--- src/rtl/sevseg_scan_driver_if.sv ---
// Display-side bus of the seven-segment scan driver: the value load path in,
// and the registered segment, anode and frame-pulse outputs back out.
// Ports: DATA/LOAD/BLANK from the controller; SEV/AN/FRAME_DONE from the driver.
interface sevseg_scan_driver_if #(
  parameter int NUM_DIGITS = 4
);
  logic [4*NUM_DIGITS-1:0] DATA;        // nibble k drives digit k
  logic                    LOAD;        // single-cycle capture strobe
  logic                    BLANK;       // force display dark
  logic [0:6]              SEV;         // segments a..g, SEV[0]=a
  logic [NUM_DIGITS-1:0]   AN;          // one-hot digit enable
  logic                    FRAME_DONE;  // pulse after each full scan

  modport master (output DATA, LOAD, BLANK, input SEV, AN, FRAME_DONE);
  modport slave  (input DATA, LOAD, BLANK, output SEV, AN, FRAME_DONE);
endinterface

--- src/rtl/sevseg_scan_driver.sv ---
// Multiplexed hex seven-segment driver: prescaled digit scan, tear-free
// shadow->display commit at frame boundaries, optional leading-zero blanking
// (enabled by defining SEVSEG_LZ_SUPPRESS_EN).
// Ports: CLK, RST (async, active-high), bus (slave side of sevseg_scan_driver_if).
// SEV/AN/FRAME_DONE are registered, one cycle behind the scan state.
module sevseg_scan_driver #(
  parameter int NUM_DIGITS = 4,
  parameter int SCAN_DIV   = 1000
) (
  input  logic                 CLK,
  input  logic                 RST,
  sevseg_scan_driver_if.slave  bus
);

  if (NUM_DIGITS < 1 || NUM_DIGITS > 8) begin : g_bad_num_digits
    $error("sevseg_scan_driver: NUM_DIGITS must be in 1..8");
  end
  if (SCAN_DIV < 1) begin : g_bad_scan_div
    $error("sevseg_scan_driver: SCAN_DIV must be >= 1");
  end

  localparam int CW = (SCAN_DIV > 1) ? $clog2(SCAN_DIV) : 1;
  localparam int IW = (NUM_DIGITS > 1) ? $clog2(NUM_DIGITS) : 1;
  localparam int DW = 4 * NUM_DIGITS;

  logic [CW-1:0]         cnt;
  logic [IW-1:0]         idx;
  logic [DW-1:0]         shadow;
  logic [DW-1:0]         display;
  logic                  pending;
  logic [0:6]            sev;
  logic [NUM_DIGITS-1:0] an;
  logic                  frame_done;

  logic                  tick;
  logic                  last_digit;
  logic                  boundary;
  logic [3:0]            nib;
  logic                  suppress;
  logic [0:6]            sev_nxt;
  logic [NUM_DIGITS-1:0] an_nxt;

  function automatic logic [0:6] decode(input logic [3:0] h);
    case (h)
      4'h0: decode = 7'h7E;
      4'h1: decode = 7'h30;
      4'h2: decode = 7'h6D;
      4'h3: decode = 7'h79;
      4'h4: decode = 7'h33;
      4'h5: decode = 7'h5B;
      4'h6: decode = 7'h5F;
      4'h7: decode = 7'h70;
      4'h8: decode = 7'h7F;
      4'h9: decode = 7'h73;
      4'hA: decode = 7'h77;
      4'hB: decode = 7'h1F;
      4'hC: decode = 7'h4E;
      4'hD: decode = 7'h3D;
      4'hE: decode = 7'h4F;
      4'hF: decode = 7'h47;
    endcase
  endfunction

  assign tick       = (cnt == CW'(SCAN_DIV - 1));
  assign last_digit = (idx == IW'(NUM_DIGITS - 1));
  assign boundary   = tick && last_digit;

`ifdef SEVSEG_LZ_SUPPRESS_EN
  // A digit is a leading zero when it and every more-significant nibble of
  // the committed display value are zero; digit 0 always shows.
  logic upper_nz;
  always_comb begin
    upper_nz = 1'b0;
    for (int k = 0; k < NUM_DIGITS; k++) begin
      if (k >= int'(idx) && display[4*k +: 4] != 4'h0) upper_nz = 1'b1;
    end
    suppress = (idx != '0) && !upper_nz;
  end
`else
  assign suppress = 1'b0;
`endif

  always_comb begin
    nib     = display[4*idx +: 4];
    sev_nxt = decode(nib);
    an_nxt  = '0;
    for (int k = 0; k < NUM_DIGITS; k++) an_nxt[k] = (int'(idx) == k);
    if (bus.BLANK || suppress) begin
      sev_nxt = '0;
      an_nxt  = '0;
    end
  end

  always_ff @(posedge CLK or posedge RST) begin
    if (RST) begin
      cnt        <= '0;
      idx        <= '0;
      shadow     <= '0;
      display    <= '0;
      pending    <= 1'b0;
      sev        <= '0;
      an         <= '0;
      frame_done <= 1'b0;
    end else begin
      cnt <= tick ? '0 : cnt + CW'(1);
      if (tick) idx <= last_digit ? '0 : idx + IW'(1);
      frame_done <= boundary;
      // A load landing on the boundary bypasses the shadow so it is not
      // held back a whole frame; otherwise the shadow is committed only at
      // the boundary so a frame never mixes old and new digits.
      if (bus.LOAD) begin
        if (boundary) begin
          display <= bus.DATA;
          pending <= 1'b0;
        end else begin
          shadow  <= bus.DATA;
          pending <= 1'b1;
        end
      end else if (boundary && pending) begin
        display <= shadow;
        pending <= 1'b0;
      end
      sev <= sev_nxt;
      an  <= an_nxt;
    end
  end

  assign bus.SEV        = sev;
  assign bus.AN         = an;
  assign bus.FRAME_DONE = frame_done;

endmodule
--- src/flat_wrapper.sv ---
// flat-port wrapper written by rule: the top's interface ports become plain ports
module sevseg_scan_driver_flat 
#(
  parameter int NUM_DIGITS = 4,
  parameter int SCAN_DIV   = 1000
)
  (CLK, RST, bus_DATA, bus_LOAD, bus_BLANK, bus_SEV, bus_AN, bus_FRAME_DONE);
  sevseg_scan_driver_if #(.NUM_DIGITS(NUM_DIGITS)) bus_i ();
  input  logic CLK;
  input  logic RST;
  input wire logic [$bits(bus_i.DATA)-1:0] bus_DATA;
  input wire logic [$bits(bus_i.LOAD)-1:0] bus_LOAD;
  input wire logic [$bits(bus_i.BLANK)-1:0] bus_BLANK;
  output wire logic [$bits(bus_i.SEV)-1:0] bus_SEV;
  output wire logic [$bits(bus_i.AN)-1:0] bus_AN;
  output wire logic [$bits(bus_i.FRAME_DONE)-1:0] bus_FRAME_DONE;
  assign bus_i.DATA = bus_DATA;
  assign bus_i.LOAD = bus_LOAD;
  assign bus_i.BLANK = bus_BLANK;
  assign bus_SEV = bus_i.SEV;
  assign bus_AN = bus_i.AN;
  assign bus_FRAME_DONE = bus_i.FRAME_DONE;
  sevseg_scan_driver #(.NUM_DIGITS(NUM_DIGITS), .SCAN_DIV(SCAN_DIV)) u_core (.CLK(CLK), .RST(RST), .bus(bus_i));
endmodule
--- config.mk ---
export PLATFORM = sky130hd
export DESIGN_NAME = sevseg_scan_driver_flat
export DESIGN_NICKNAME = d
export VERILOG_FILES = /design/src/rtl/sevseg_scan_driver_if.sv /design/src/rtl/sevseg_scan_driver.sv /design/src/flat_wrapper.sv
export SDC_FILE = /design/constraint.sdc
export NUM_CORES = 1
export LEC_CHECK = 0
export CORE_ASPECT_RATIO = 0.6
export CORE_UTILIZATION = 55
export DETAILED_ROUTE_END_ITERATION = 7
export PLACE_DENSITY_LB_ADDON = 0.12
export SYNTH_ARGS = -nofsm -noshare
export SYNTH_HDL_FRONTEND = slang
export SYNTH_SLANG_ARGS = --single-unit
--- constraint.sdc ---
create_clock -name CLK -period 2.23 [get_ports CLK]
set_input_delay 0.223 -clock CLK [delete_from_list [all_inputs] [get_ports CLK]]
set_output_delay 0.223 -clock CLK [all_outputs]
set_load 0.01 [all_outputs]
==> flow_metrics.py <==
metrics = {
    "power": {
        "p_clk_share_pct": 40.1,
        "power_frac_comb_pct": 7.9,
        "internal_power_mw": 1.63,
        "peakVddDrop_mv": 0.537,
        "p_sw_mw": 0.459,
        "total_power_mw": 2.09,
        "netSwitchingFraction_pct": 22.0,
        "p_seq_share_pct": 52.0,
        "leakagePower_nw": 1.43,
        "power_density_mw_per_mm2": 636,
    },
    "sta": {
        "setup_viol": 0,
        "slew_violations": 0,
        "worst_slew_pin_slew_ps": 566,
        "finalHoldViolations": 0,
        "fmax_mhz": 484,
        "fin_ws_ps": 164,
        "finalClockSkew_ps": 6.93,
        "fin_setup_tns_ps": 0,
        "fin_crit_ps": 2070,
        "min_period_over_period_pct": 92.6,
        "rsz0062_at_grt": "false",
        "relSlewSlack_pct": 62.2,
    },
    "route": {
        "drtIter0Drc": 84,
        "wire_per_inst_um": 15.3,
        "antenna_left": 0,
        "drc": 0,
        "num_vias": 1746,
        "firstDrtPassIters": 4,
        "via_per_inst": 5.54,
        "wirelength_mm": 4.82,
    },
    "setup_path": {
        "crit_type": "reg -> reg",
        "start_kind": "flop",
        "critPathMaxFanout": 16,
        "cp_slowest_cell": "dfrtp_1",
        "cp_cell_sequence": "ha_1, and4_4, and4_4, nor3b_4, buf_12, mux2_2",
        "cpMostUsedCell": "and4_4",
        "crit_required_ps": 2450,
        "crit_arrival_ps": 2280,
        "max_stage_delay_ps": 370,
        "endpoint_kind": "flop",
    },
    "yosys": {
        "synth_compound_area_share_pct": 6.00,
        "ys_ff_latch": 57,
        "synthXorXnorAreaFrac_pct": 1.29,
        "ys_seq_area_share_pct": 52.6,
        "ys_async_sr_fraction_pct": 100,
        "synth.area.mux_share_pct": 24.4,
        "ys_types": 34,
        "yosysWarnings": 0,
        "synth_cells": 210,
        "synth_ff_type": "dfrtp_1",
        "syn_avg_cell_area_um2": 12.9,
        "synthAdderAreaFrac_pct": 4.61,
        "synth_area_mm2": 0.00271,
        "synth-edff-count": 0,
        "synth-simple-area-share_pct": 8.35,
        "synth_top_family_by_area": "multiplexers",
        "synthesis.nets": 240,
    },
    "floorplan": {
        "die_area_mm2": 0.00523,
        "die_w_um": 92.7,
        "start_util_pct": 58.2,
        "rows": 19,
        "io_pins": 32,
        "core_mm2": 0.00466,
        "die_h_um": 56.4,
    },
    "global_routing": {
        "grt_pass1_vias": 1759,
        "grt_pass1_wl_mm": 8.33,
        "overflow": 0,
        "grt_max_degree": 32,
        "antenna_found_initial": 0,
        "grt_use_total_pct": 21.7,
    },
    "clocking": {
        "clk_pin_slew_worst_paths_ps": 60,
        "holdBufCountCts": 0,
        "post_cts_resized": 0,
        "max-clock-path-buffers": 2,
        "cts_buffers": 9,
        "cts_max_level": 3,
        "post_cts.repair.setup_buffers": 0,
        "cts-root-buf": "clkbuf_8",
        "cts_tree": "built",
        "clock-sinks": 57,
        "clk_latency_ps": 330,
    },
    "cells_and_area": {
        "n_fill_cell": 325,
        "final_nets": 277,
        "area_growth_pct": 21.1,
        "antenna_cells": 0,
        "drive_gt1_share_pct": 29.8,
        "final_util_pct": 70.5,
    },
    "run_status": {
        "run_status": "completed",
    },
    "run": {
        "cap_violations": 0,
    },
    "placed_design": {
        "pre_cts_ws_ps": 159,
        "place_congestion": 0.793,
        "io_buffers": 31,
        "hpwl_mm": 3.55,
    },
    "hold_path": {
        "hold_class": "in -> async",
    },
}
layout make-up:
cell class	instances	area [µm²]	share of cell area, %
Clock buffer	13	159	4.84
Clock inverter	3	15.0	0.457
Inverter	8	30.0	0.914
Multi-Input combinational cell	136	1210	36.8
Sequential cell	57	1430	43.4
Tap cell	63	78.8	2.40
Timing Repair Buffer	35	365	11.1
flip-flops by register name, indices dropped and copies added (netlist names):
| signal | flops |
|---|---|
| u_core.display | 16 |
| u_core.idx | 2 |
| u_core.bus.SEV | 7 |
| u_core.shadow | 16 |
| u_core.bus.AN | 4 |
| u_core.bus.FRAME_DONE | 1 |
| u_core.pending | 1 |
| u_core.cnt | 10 |
cells in the final DEF, fill, tap and decap left out, types with 5 or more instances in the layout:
cell type        count
nor2_1              12
a21oi_1              6
inv_1                7
mux2_2              48
nand2_1              7
clkdlybuf4s50_1     31
nand3_1              5
clkbuf_8            11
o21ai_0              9
dfrtp_1             57
ha_1                10
layer usage:
layer  part of all wire (%)  track usage, %  vias up  routed length (µm)
met5                      0               0        -                   0
met4                    1.3            6.59        0                  65
met3                    5.1            8.67       10                 248
met2                     45            33.8       41                2190
met1                     48            28.2      876                2320
li1                       -               -      819                   -
cell usage after synthesis, drive strengths merged, types with 2 or more instances:
cell     n  area (µm²)
xnor2    2        17.5
and2     4        25.0
and4     2        22.5
mux4     4        90.1
o21ai    9        45.0
xor2     2        17.5
nor2b    4        25.0
clkbuf   5        20.0
nand2    7        26.3
inv      8        30.0
dfrtp   57        1430
a211oi   2        15.0
nor3b    2        26.3
mux2    48         541
nor2    12        45.0
nand3    5        25.0
buf      4        26.3
a21oi    6        30.0
ha      10         125
mux2i    3        30.0
a31oi    2        12.5
nor3     2        10.0
a221oi   2        17.5
worst max-delay path, delay by kind of cell, from the launching register on:
family                   cells  cell delay, ps
flip-flops                   1             370
multiplexers                 1             340
AND/OR/NAND/NOR              3             830
buffers and inverters        1             180
adder cells (fa/ha/maj)      1             230
final timing paths:
path	from	end	slack (ps)	cells after the start
worst max-delay path	u_core.cnt[0]$_DFF_PP0_	u_core.display[13]$_DFFE_PP0P_	160	6
worst max register to register	u_core.cnt[0]$_DFF_PP0_	u_core.display[13]$_DFFE_PP0P_	160	6
worst min register to register	u_core.cnt[0]$_DFF_PP0_	u_core.cnt[0]$_DFF_PP0_	480	1
worst min-delay path	RST	u_core.cnt[2]$_DFF_PP0_	260	2
min in group CLK	u_core.cnt[0]$_DFF_PP0_	u_core.cnt[0]$_DFF_PP0_	480	1
max in group asynchronous	RST	u_core.shadow[10]$_DFFE_PP0P_	1410	3
cells by family (layout without fill, tap and decap cells):
| logic type | after synthesis | in the layout |
|---|---|---|
| simple gates | 41 | 41 |
| mux | 55 | 55 |
| xor+xnor | 4 | 4 |
| fa+ha+maj | 10 | 10 |
| flops | 57 | 57 |
| buf+inv | 17 | 59 |
| compound gates | 26 | 26 |
metrics by stage:
stage / area [µm²] / cells / hold WS (ps)
finish: 3280 / 315 / 265
global route: 3280 / 315 / 314
CTS: 3280 / 315 / 279
detailed placement: 3110 / 299 / 464
global placement: 3110 / 299 / 446
floorplan: 2710 / 210 / 289
power by group through the flow:
| stage | clock [mW] | sequential [mW] | combinational (mW) |
|---|---|---|---|
| finish | 0.838 | 1.08 | 0.165 |
| global route | 0.915 | 1.09 | 0.182 |
| CTS | 0.858 | 1.09 | 0.168 |
| detailed placement | 0 | 1.10 | 0.168 |
| global placement | 0 | 1.10 | 0.160 |
| floorplan | 0 | 1.10 | 0.0905 |
Power figures use the tool's default switching activity.
